**config.mk**
```make
export PLATFORM = sky130hd
export DESIGN_NAME = syscon_rx
export DESIGN_NICKNAME = d
export VERILOG_FILES = /design/src/rtl/syscon_pkg.sv /design/src/rtl/syscon_sync.sv /design/src/rtl/syscon_rx.sv
export SDC_FILE = /design/constraint.sdc
export NUM_CORES = 1
export LEC_CHECK = 0
export BUFFER_PORTS_ARGS = -buffer_cell sky130_fd_sc_hd__buf_2
export CAP_MARGIN = 40
export CORE_MARGIN = 4
export CORE_UTILIZATION = 47
export DETAILED_ROUTE_END_ITERATION = 8
export PLACE_DENSITY = 0.67
export SETUP_SLACK_MARGIN = 0.15
export SYNTH_ARGS = -nofsm -noshare
export SYNTH_HDL_FRONTEND = slang
export SYNTH_HIERARCHICAL = 1
export SYNTH_SLANG_ARGS = --single-unit
export TNS_END_PERCENT = 5
```
**constraint.sdc**
```tcl
create_clock -name clk -period 3.5 [get_ports clk]
set_clock_uncertainty 0.05 [all_clocks]
set_input_delay 0.7 -clock clk [delete_from_list [all_inputs] [get_ports clk]]
set_output_delay 0.7 -clock clk [all_outputs]
set_load 0.01 [all_outputs]
```
**src/rtl/syscon_pkg.sv**
```systemverilog
// Shared types and constants for the system-control receive path.
package syscon_pkg;

  typedef enum logic [1:0] {
    UNLOCKED = 2'd0,
    ACQUIRE  = 2'd1,
    LOCKED   = 2'd2
  } lock_state_e;

  localparam int unsigned ERR_CNT_W = 8;
  localparam logic [ERR_CNT_W-1:0] ERR_CNT_MAX = {ERR_CNT_W{1'b1}};

endpackage

```
**src/rtl/syscon_sync.sv**
```systemverilog
// N-flop synchronizer for one asynchronous pin, with a selectable reset value.
module syscon_sync #(
  parameter int unsigned STAGES  = 2,
  parameter logic        RST_VAL = 1'b0
) (
  input  logic clk,
  input  logic rst_n,
  input  logic d,
  output logic q
);

  logic [STAGES-1:0] chain_q;
  logic [STAGES-1:0] chain_d;

  // Shift the pin into the bottom of the chain.
  always_comb begin
    chain_d = {chain_q[STAGES-2:0], d};
  end

  // Synchronizer flops.
  always_ff @(posedge clk or negedge rst_n) begin
    if (!rst_n) chain_q <= {STAGES{RST_VAL}};
    else        chain_q <= chain_d;
  end

  assign q = chain_q[STAGES-1];

endmodule

```
**src/rtl/syscon_rx.sv**
```systemverilog
// Receive side of the system-control pin pair: pin synchronization, toggle-rate
// lock checking, fault counting and a stretched local reset.
module syscon_rx
  import syscon_pkg::*;
#(
  parameter int unsigned SYNC_STAGES = 2,
  parameter int unsigned EXPECT_HALF = 1,
  parameter int unsigned TOL         = 0,
  parameter int unsigned LOCK_EDGES  = 4,
  parameter int unsigned RST_STRETCH = 3
) (
  input  logic                 clk,
  input  logic                 rst,
  input  logic                 clk_pin,
  input  logic                 rst_pin,
  output logic                 rst_out,
  output logic                 locked,
  output logic                 err,
  output logic [ERR_CNT_W-1:0] err_count
);

  localparam int unsigned HALF_W  = $clog2(EXPECT_HALF + TOL + 2);
  localparam int unsigned GOOD_W  = $clog2(LOCK_EDGES + 1);
  localparam int unsigned STR_W   = (RST_STRETCH > 0) ? $clog2(RST_STRETCH + 1) : 1;
  localparam int unsigned WIN_LO_I = (EXPECT_HALF > TOL) ? (EXPECT_HALF - TOL) : 0;

  localparam logic [HALF_W-1:0] LIMIT  = HALF_W'(EXPECT_HALF + TOL + 1);
  localparam logic [HALF_W-1:0] WIN_LO = HALF_W'(WIN_LO_I);
  localparam logic [HALF_W-1:0] WIN_HI = HALF_W'(EXPECT_HALF + TOL);
  localparam logic [GOOD_W-1:0] GOOD_TARGET = GOOD_W'(LOCK_EDGES);
  localparam logic [STR_W-1:0]  STR_LAST    = STR_W'(RST_STRETCH - 1);
  localparam logic [STR_W-1:0]  STR_FULL    = STR_W'(RST_STRETCH);

  logic clk_sync;
  logic rst_sync;
  logic tog;
  logic half_good;
  logic half_timeout;
  logic fault;

  lock_state_e          state_q,     state_d;
  logic                 clk_prev_q,  clk_prev_d;
  logic [HALF_W-1:0]    half_cnt_q,  half_cnt_d;
  logic [GOOD_W-1:0]    good_cnt_q,  good_cnt_d;
  logic [STR_W-1:0]     str_cnt_q,   str_cnt_d;
  logic                 locked_q,    locked_d;
  logic                 err_q,       err_d;
  logic [ERR_CNT_W-1:0] err_count_q, err_count_d;
  logic                 rst_out_q,   rst_out_d;

  syscon_sync #(.STAGES(SYNC_STAGES), .RST_VAL(1'b0)) u_clk_sync (
    .clk   (clk),
    .rst_n (rst),
    .d     (clk_pin),
    .q     (clk_sync)
  );

  syscon_sync #(.STAGES(SYNC_STAGES), .RST_VAL(1'b1)) u_rst_sync (
    .clk   (clk),
    .rst_n (rst),
    .d     (rst_pin),
    .q     (rst_sync)
  );

  assign tog          = clk_sync ^ clk_prev_q;
  assign half_good    = (half_cnt_q >= WIN_LO) && (half_cnt_q <= WIN_HI);
  assign half_timeout = (half_cnt_q == LIMIT);

  // Half-period measurement, lock state machine and fault accounting.
  always_comb begin
    state_d     = state_q;
    clk_prev_d  = clk_sync;
    half_cnt_d  = half_cnt_q;
    good_cnt_d  = good_cnt_q;
    err_count_d = err_count_q;
    fault       = 1'b0;

    if (tog)                      half_cnt_d = HALF_W'(1);
    else if (half_cnt_q != LIMIT) half_cnt_d = half_cnt_q + HALF_W'(1);

    unique case (state_q)
      UNLOCKED: begin
        // First edge only arms the measurement; its half-period is unknown.
        if (tog) begin
          state_d    = ACQUIRE;
          good_cnt_d = '0;
        end
      end
      ACQUIRE: begin
        if (tog && half_good) begin
          good_cnt_d = good_cnt_q + GOOD_W'(1);
          if (good_cnt_d == GOOD_TARGET) state_d = LOCKED;
        end else if (tog || half_timeout) begin
          state_d = UNLOCKED;
          fault   = 1'b1;
        end
      end
      LOCKED: begin
        if ((tog && !half_good) || (!tog && half_timeout)) begin
          state_d = UNLOCKED;
          fault   = 1'b1;
        end
      end
      default: state_d = UNLOCKED;
    endcase

    if (fault && (err_count_q != ERR_CNT_MAX)) err_count_d = err_count_q + ERR_CNT_W'(1);
    err_d    = fault;
    locked_d = (state_d == LOCKED);
  end

  // Local reset: asserted immediately on a violation, released after a clean stretch.
  always_comb begin
    str_cnt_d = str_cnt_q;
    rst_out_d = 1'b1;
    if (rst_sync || !locked_q) begin
      str_cnt_d = '0;
    end else if (str_cnt_q >= STR_LAST) begin
      str_cnt_d = STR_FULL;
      rst_out_d = 1'b0;
    end else begin
      str_cnt_d = str_cnt_q + STR_W'(1);
    end
  end

  // State and output registers.
  always_ff @(posedge clk or negedge rst) begin
    if (!rst) begin
      state_q     <= UNLOCKED;
      clk_prev_q  <= 1'b0;
      half_cnt_q  <= '0;
      good_cnt_q  <= '0;
      str_cnt_q   <= '0;
      locked_q    <= 1'b0;
      err_q       <= 1'b0;
      err_count_q <= '0;
      rst_out_q   <= 1'b1;
    end else begin
      state_q     <= state_d;
      clk_prev_q  <= clk_prev_d;
      half_cnt_q  <= half_cnt_d;
      good_cnt_q  <= good_cnt_d;
      str_cnt_q   <= str_cnt_d;
      locked_q    <= locked_d;
      err_q       <= err_d;
      err_count_q <= err_count_d;
      rst_out_q   <= rst_out_d;
    end
  end

  assign rst_out   = rst_out_q;
  assign locked    = locked_q;
  assign err       = err_q;
  assign err_count = err_count_q;

endmodule

```
-- Word-level counts from Yosys, hierarchy flattened
Cells that the tools add are included.
W data, S select, Z words.
- register bits after elaboration: 25
- input bits: 4
- output and inout port bits: 11
- logic and storage cells: 62
- add/subtract/negate cells: 4
- order comparisons: 3
- eq/ne operators: 9
- multiplexer cells: 19
- bitwise logic cells: 1
- reductions and logical operators: 15
- operator list (operator ; count):
    $mux W2 ; 9
    $add A8 B1 Y8 const B ; 1
    $ne A8 B8 Y1 const B ; 1
    $eq A2 B2 Y1 const B ; 3
    $mux W3 ; 2
    $ne A2 B2 Y1 const B ; 3
    $pmux W2 S3 ; 1
    $pmux W3 S2 ; 1
    $logic_and A1 B1 Y1 ; 5
    $mux W1 ; 5
    $add A2 B1 Y2 const B ; 2
    $reduce_bool A2 Y1 ; 2
    $add A3 B1 Y3 const B ; 1
    $eq A3 B3 Y1 const B ; 1
    $logic_not A1 Y1 ; 3
    $logic_or A1 B1 Y1 ; 3
    $reduce_and A3 Y1 ; 1
    $eq A2 B1 Y1 const B ; 1
    $ge A2 B1 Y1 const B ; 1
    $ge A2 B2 Y1 const B ; 1
    $le A2 B1 Y1 const B ; 1
    $logic_not A2 Y1 ; 1
    $pmux W1 S2 ; 1
    $xor A1 B1 Y1 ; 1

-- Logic depth before layout (Yosys ltp)
- word-level depth: 8
- mapped depth: 7
- gate-level depth less buffers: 7

-- By module
The synthesis kept the hierarchy.
- modules (own cells, without submodules) (module ; instances ; cells an instance ; area each (sq um) ; sequential area each (sq um)):
    syscon_rx ; 1 ; 102 ; 1084.8 ; 526.8
    syscon_sync (u_rst_sync) ; 1 ; 2 ; 52.6 ; 52.6
    syscon_sync (u_clk_sync) ; 1 ; 2 ; 50.0 ; 50.0

-- Least setup slack after synthesis
No wires, ideal clock.
- path kind: register to register
- start point: register err_count_q[0], in the netlist err_count[0]
- end point: register err_count_q[1], in the netlist err_count[1]
- setup time: 0.125 ns
- arrival: 1.582 ns
- data required time: 3.325 ns
- slack: 1.743 ns
- cell stages (with the launch flop): 6
- path buffers: 0
- clock period less this slack: 1.757 ns
- cells stage by stage: dfrtp_1 -> ha_1 -> nand2_1 -> or3_1 -> nand4b_2 -> mux2_2
- longest elaborated chain between the ends: 2
- elaborated cells on any way between the ends: 3
- those cells by class: 1 x add/sub; 1 x eq/ne; 1 x reduce/logical
- RTL lines (item ; RTL line ; text):
    start: declaration ; syscon_rx.sv:48 ; logic [ERR_CNT_W-1:0] err_count_q, err_count_d;
    start signal: assignment ; syscon_rx.sv:146 ; err_count_q <= err_count_d;
    branches (longest 2 deep; another with $add A8 B1 Y8) ; n/a ;
Several ways; the timed one is not identified.
A chain may end at the register's enable or synchronous reset.

-- Worst setup path in the final report
- start point: register clk_prev_q
- end point: register err_count_q[1], in the netlist err_count[1]
- longest elaborated chain between the ends: 7
- elaborated cells on any way between the ends: 12
- those cells by class: 4 x mux; 1 x bitwise; 7 x reduce/logical
- RTL lines (item ; RTL line ; text):
    start: declaration ; syscon_rx.sv:42 ; logic clk_prev_q, clk_prev_d;
    start signal: assignment ; syscon_rx.sv:140 ; clk_prev_q <= clk_prev_d;
    $xor A1 B1 Y1 (*) ; syscon_rx.sv:65 ; assign tog = clk_sync ^ clk_prev_q;
    $logic_not A1 Y1 ; syscon_rx.sv:99 ; if ((tog && !half_good) || (!tog && half_timeout)) begin
    $logic_and A1 B1 Y1 ; syscon_rx.sv:99 ;
    $logic_or A1 B1 Y1 ; syscon_rx.sv:99 ;
    $mux W1 ; syscon_rx.sv:99 ;
    $pmux W1 S2 (*) ; syscon_rx.sv:81 ; unique case (state_q)
    $logic_and A1 B1 Y1 (*) ; syscon_rx.sv:107 ; if (fault && (err_count_q != ERR_CNT_MAX)) err_count_d = err_count_q + ERR_CNT_W'(1);
Mark *: on every way between the ends. The rest lies on a longest branch, timed or not.

==> out/qor.yml <==
setup_path:
  r2r-start: "clk_prev_q"
  critPathKind: "reg -> reg"
  critPathCaptureType: "flip-flop"
  worstRegToRegCells: 4
  cp_max_fo: 7
  cp.required_ns: 3.66
  cp.arrival_ns: 2.06
  endpoint: "err_count[1]"
  regToRegEndpoint: "err_count[1]"
  crit_start: "clk_prev_q"
  r2r_setup_slack_ns: 1.60
  cp-start-kind: "flip-flop"
sta:
  slew_headroom_pct: 64.2
  finalCritPeriodShare_pct: 54.4
  worstMarginPinSlew_ns: 0.537
  hold_violations: 0
  drv_slew: 0
  setup_violations: 0
  tns_ns: 0
  max_freq_mhz: 526
  rsz0062_at_grt: "false"
  min_period_ns: 1.90
yosys:
  synth_xor_area_share_pct: 6.53
  postSynth.asyncResetShare_pct: 100
  synthTopCellsByArea: "dfrtp_1 46%, ha_1 9.5%, dfstp_2 6.6%"
  synth_cell_type_count: 29
  synth_warnings: 6
  yosysSeqAreaShare_pct: 53.0
  avgSynthCellArea_um2: 11.2
  synthesis.nets: 119
  synth_top_family_by_area: "simple AND/OR/NAND/NOR gates"
  netlist_area_um2: 1190
  synth_fa_ha_area_share_pct: 9.48
  synthCells: 106
  synthSimpleGateAreaFrac_pct: 16.0
  synth_top_area_share_pct: 46.4
  synth_compound_area_share_pct: 7.80
  synth-seq-cells: 25
  synth_top_area_cell: "dfrtp_1"
  yosys_most_used_dff: "dfrtp_1"
  synthMuxAreaShare_pct: 4.32
  synth_edf_count: 0
placed_design:
  gp_congestion: 0.819
  hpwl_mm: 1.47
  io_buffers: 14
final_layout:
  layout_commonest_cell: "dfrtp_1"
  drive_gt1_share_pct: 25.0
  layout.nets: 138
  diodes: 0
  final_cell_mix: "22 x dfrtp_1, 14 x nor2_1, 14 x buf_2, 9 x inv_1, 9 x ha_1"
  synthToLayoutAreaGrowth_pct: 11.1
clock_tree:
  clock_sinks: 25
  cts_resized: 0
  cts_root_buf: "clkbuf_4"
  htree_num_levels: 1
  cts_hold_buf: 0
  cts_tree: "yes"
  path_clk_slew_ns: 0.12
  numCtsBuffers: 3
  cts_buffer_depth: 2
  worstSkewPairLatency_ns: 0.31
  post-cts-setup-buffers: 0
global_route:
  grt_usage_pct: 13.2
  first_global_vias: 800
  grt_antenna_before_repair: 0
  overflow: 0
  grt_start_max_net_pins: 26
  grt_pass1_wl_mm: 3.44
run_status:
  outcome: "completed"
drt:
  drt-total-wl_mm: 1.91
  routedWlPerCell_um: 12.6
  dr.pass1.iters: 4
  antenna_left: 0
  drt_iter0_markers: 8
  vias_per_cell: 5.25
  drc: 0
  dr_total_vias: 798
floorplan:
  die_area_um2: 3390
  fp.dieW_um: 58.3
  initial_core_util_pct: 51.7
  die_y_um: 58.3
  rows: 17
  io_pins: 15
  coreArea_um2: 2300
power:
  ir_drop_v: 0.000531
  leakage_nw: 0.636
  power.density_nw_per_um2: 610
  total_power_mw: 0.804
flow_run:
  maxCapViolCount: 0
worst_hold_path:
  hp-class: "in -> async"
-- synth_stat cells (2+ instances only) --
library cell   n
xnor2_1        2
a21oi_1        5
dfstp_2        3
nand3_1        4
a22o_1         3
nor3_2         2
mux2_2         2
ha_1           9
nor3_1         3
nor2_1        14
inv_1          9
dfrtp_1       22
nand2_1        5
o21ai_0        4
xor2_1         5
-- layout make-up --
class                   count  area, um2
fillers                   195        978
flip-flops and latches     25        629
multi-input cells          72        524
repair buffers             14       70.1
well taps                  28       35.0
inverters                   9       33.8
clock buffers               4       26.3
-- critical path, cell delays in order (launching register included) --
cell,delay (ns)
dfrtp_1,0.43
xnor2_2,0.35
mux2i_2,0.33
nand4b_2,0.28
mux2_2,0.35
-- worst min-delay path by stage --
stage                                from                    end  slack [ns]  cells after the start
finish                                rst          half_cnt_q[0]        0.30                      1
floorplan           u_clk_sync/chain_q[0]  u_clk_sync/chain_q[1]        0.28                      0
global placement    u_clk_sync/chain_q[0]  u_clk_sync/chain_q[1]        0.29                      0
detailed placement  u_clk_sync/chain_q[0]  u_clk_sync/chain_q[1]        0.29                      0
global route                          rst          good_cnt_q[0]        0.31                      1
CTS                                   rst          good_cnt_q[0]        0.31                      1
-- metal layers --
metal | GRT usage [%] | vias up | part of all wire [%]
met5 | 0 | - | 0
met4 | 1.99 | 0 | 0.68
met3 | 4.90 | 2 | 5.4
met2 | 23.9 | 16 | 51
met1 | 15.0 | 387 | 43
li1 | - | 393 | -
-- sequential cells by signal, indices dropped and copies added (netlist names) --
register / flops
rst_out: 1
state_q: 2
good_cnt_q: 3
half_cnt_q: 2
err: 1
u_clk_sync/chain_q: 2
err_count: 8
str_cnt_q: 2
clk_prev_q: 1
locked: 1
u_rst_sync/chain_q: 2
-- metrics by stage --
| step | util, % | std cells | setup WS (ns) | area (um2) | hold slack, ns |
|---|---|---|---|---|---|
| detailed placement | 56.3 | 148 | 1.59 | 1290 | 0.290 |
| global route | 57.4 | 152 | 1.47 | 1320 | 0.314 |
| finish | 57.4 | 152 | 1.60 | 1320 | 0.303 |
| global placement | 56.3 | 148 | 1.69 | 1290 | 0.293 |
| floorplan | - | 106 | 1.74 | 1190 | 0.281 |
| CTS | 57.4 | 152 | 1.57 | 1320 | 0.310 |
-- report_power, final --
group          internal, mW  switching [mW]  leakage, nW  total [mW]
clock network        0.0445          0.0783       0.0150       0.123
logic                 0.129           0.157        0.303       0.286
registers             0.343          0.0531        0.318       0.396
-- cell families (layout without fill, tap and decap cells) --
| logic type | count (synthesis) | count (layout) |
|---|---|---|
| AOI/OAI and AO/OA | 15 | 15 |
| xor gates and xnor gates | 8 | 8 |
| adders and majority gates | 9 | 9 |
| buffers and inverters | 9 | 27 |
| DFF | 25 | 25 |
| muxes | 4 | 4 |
| and+or+nand+nor | 36 | 36 |
No activity file was read; power rests on OpenSTA's default activity.
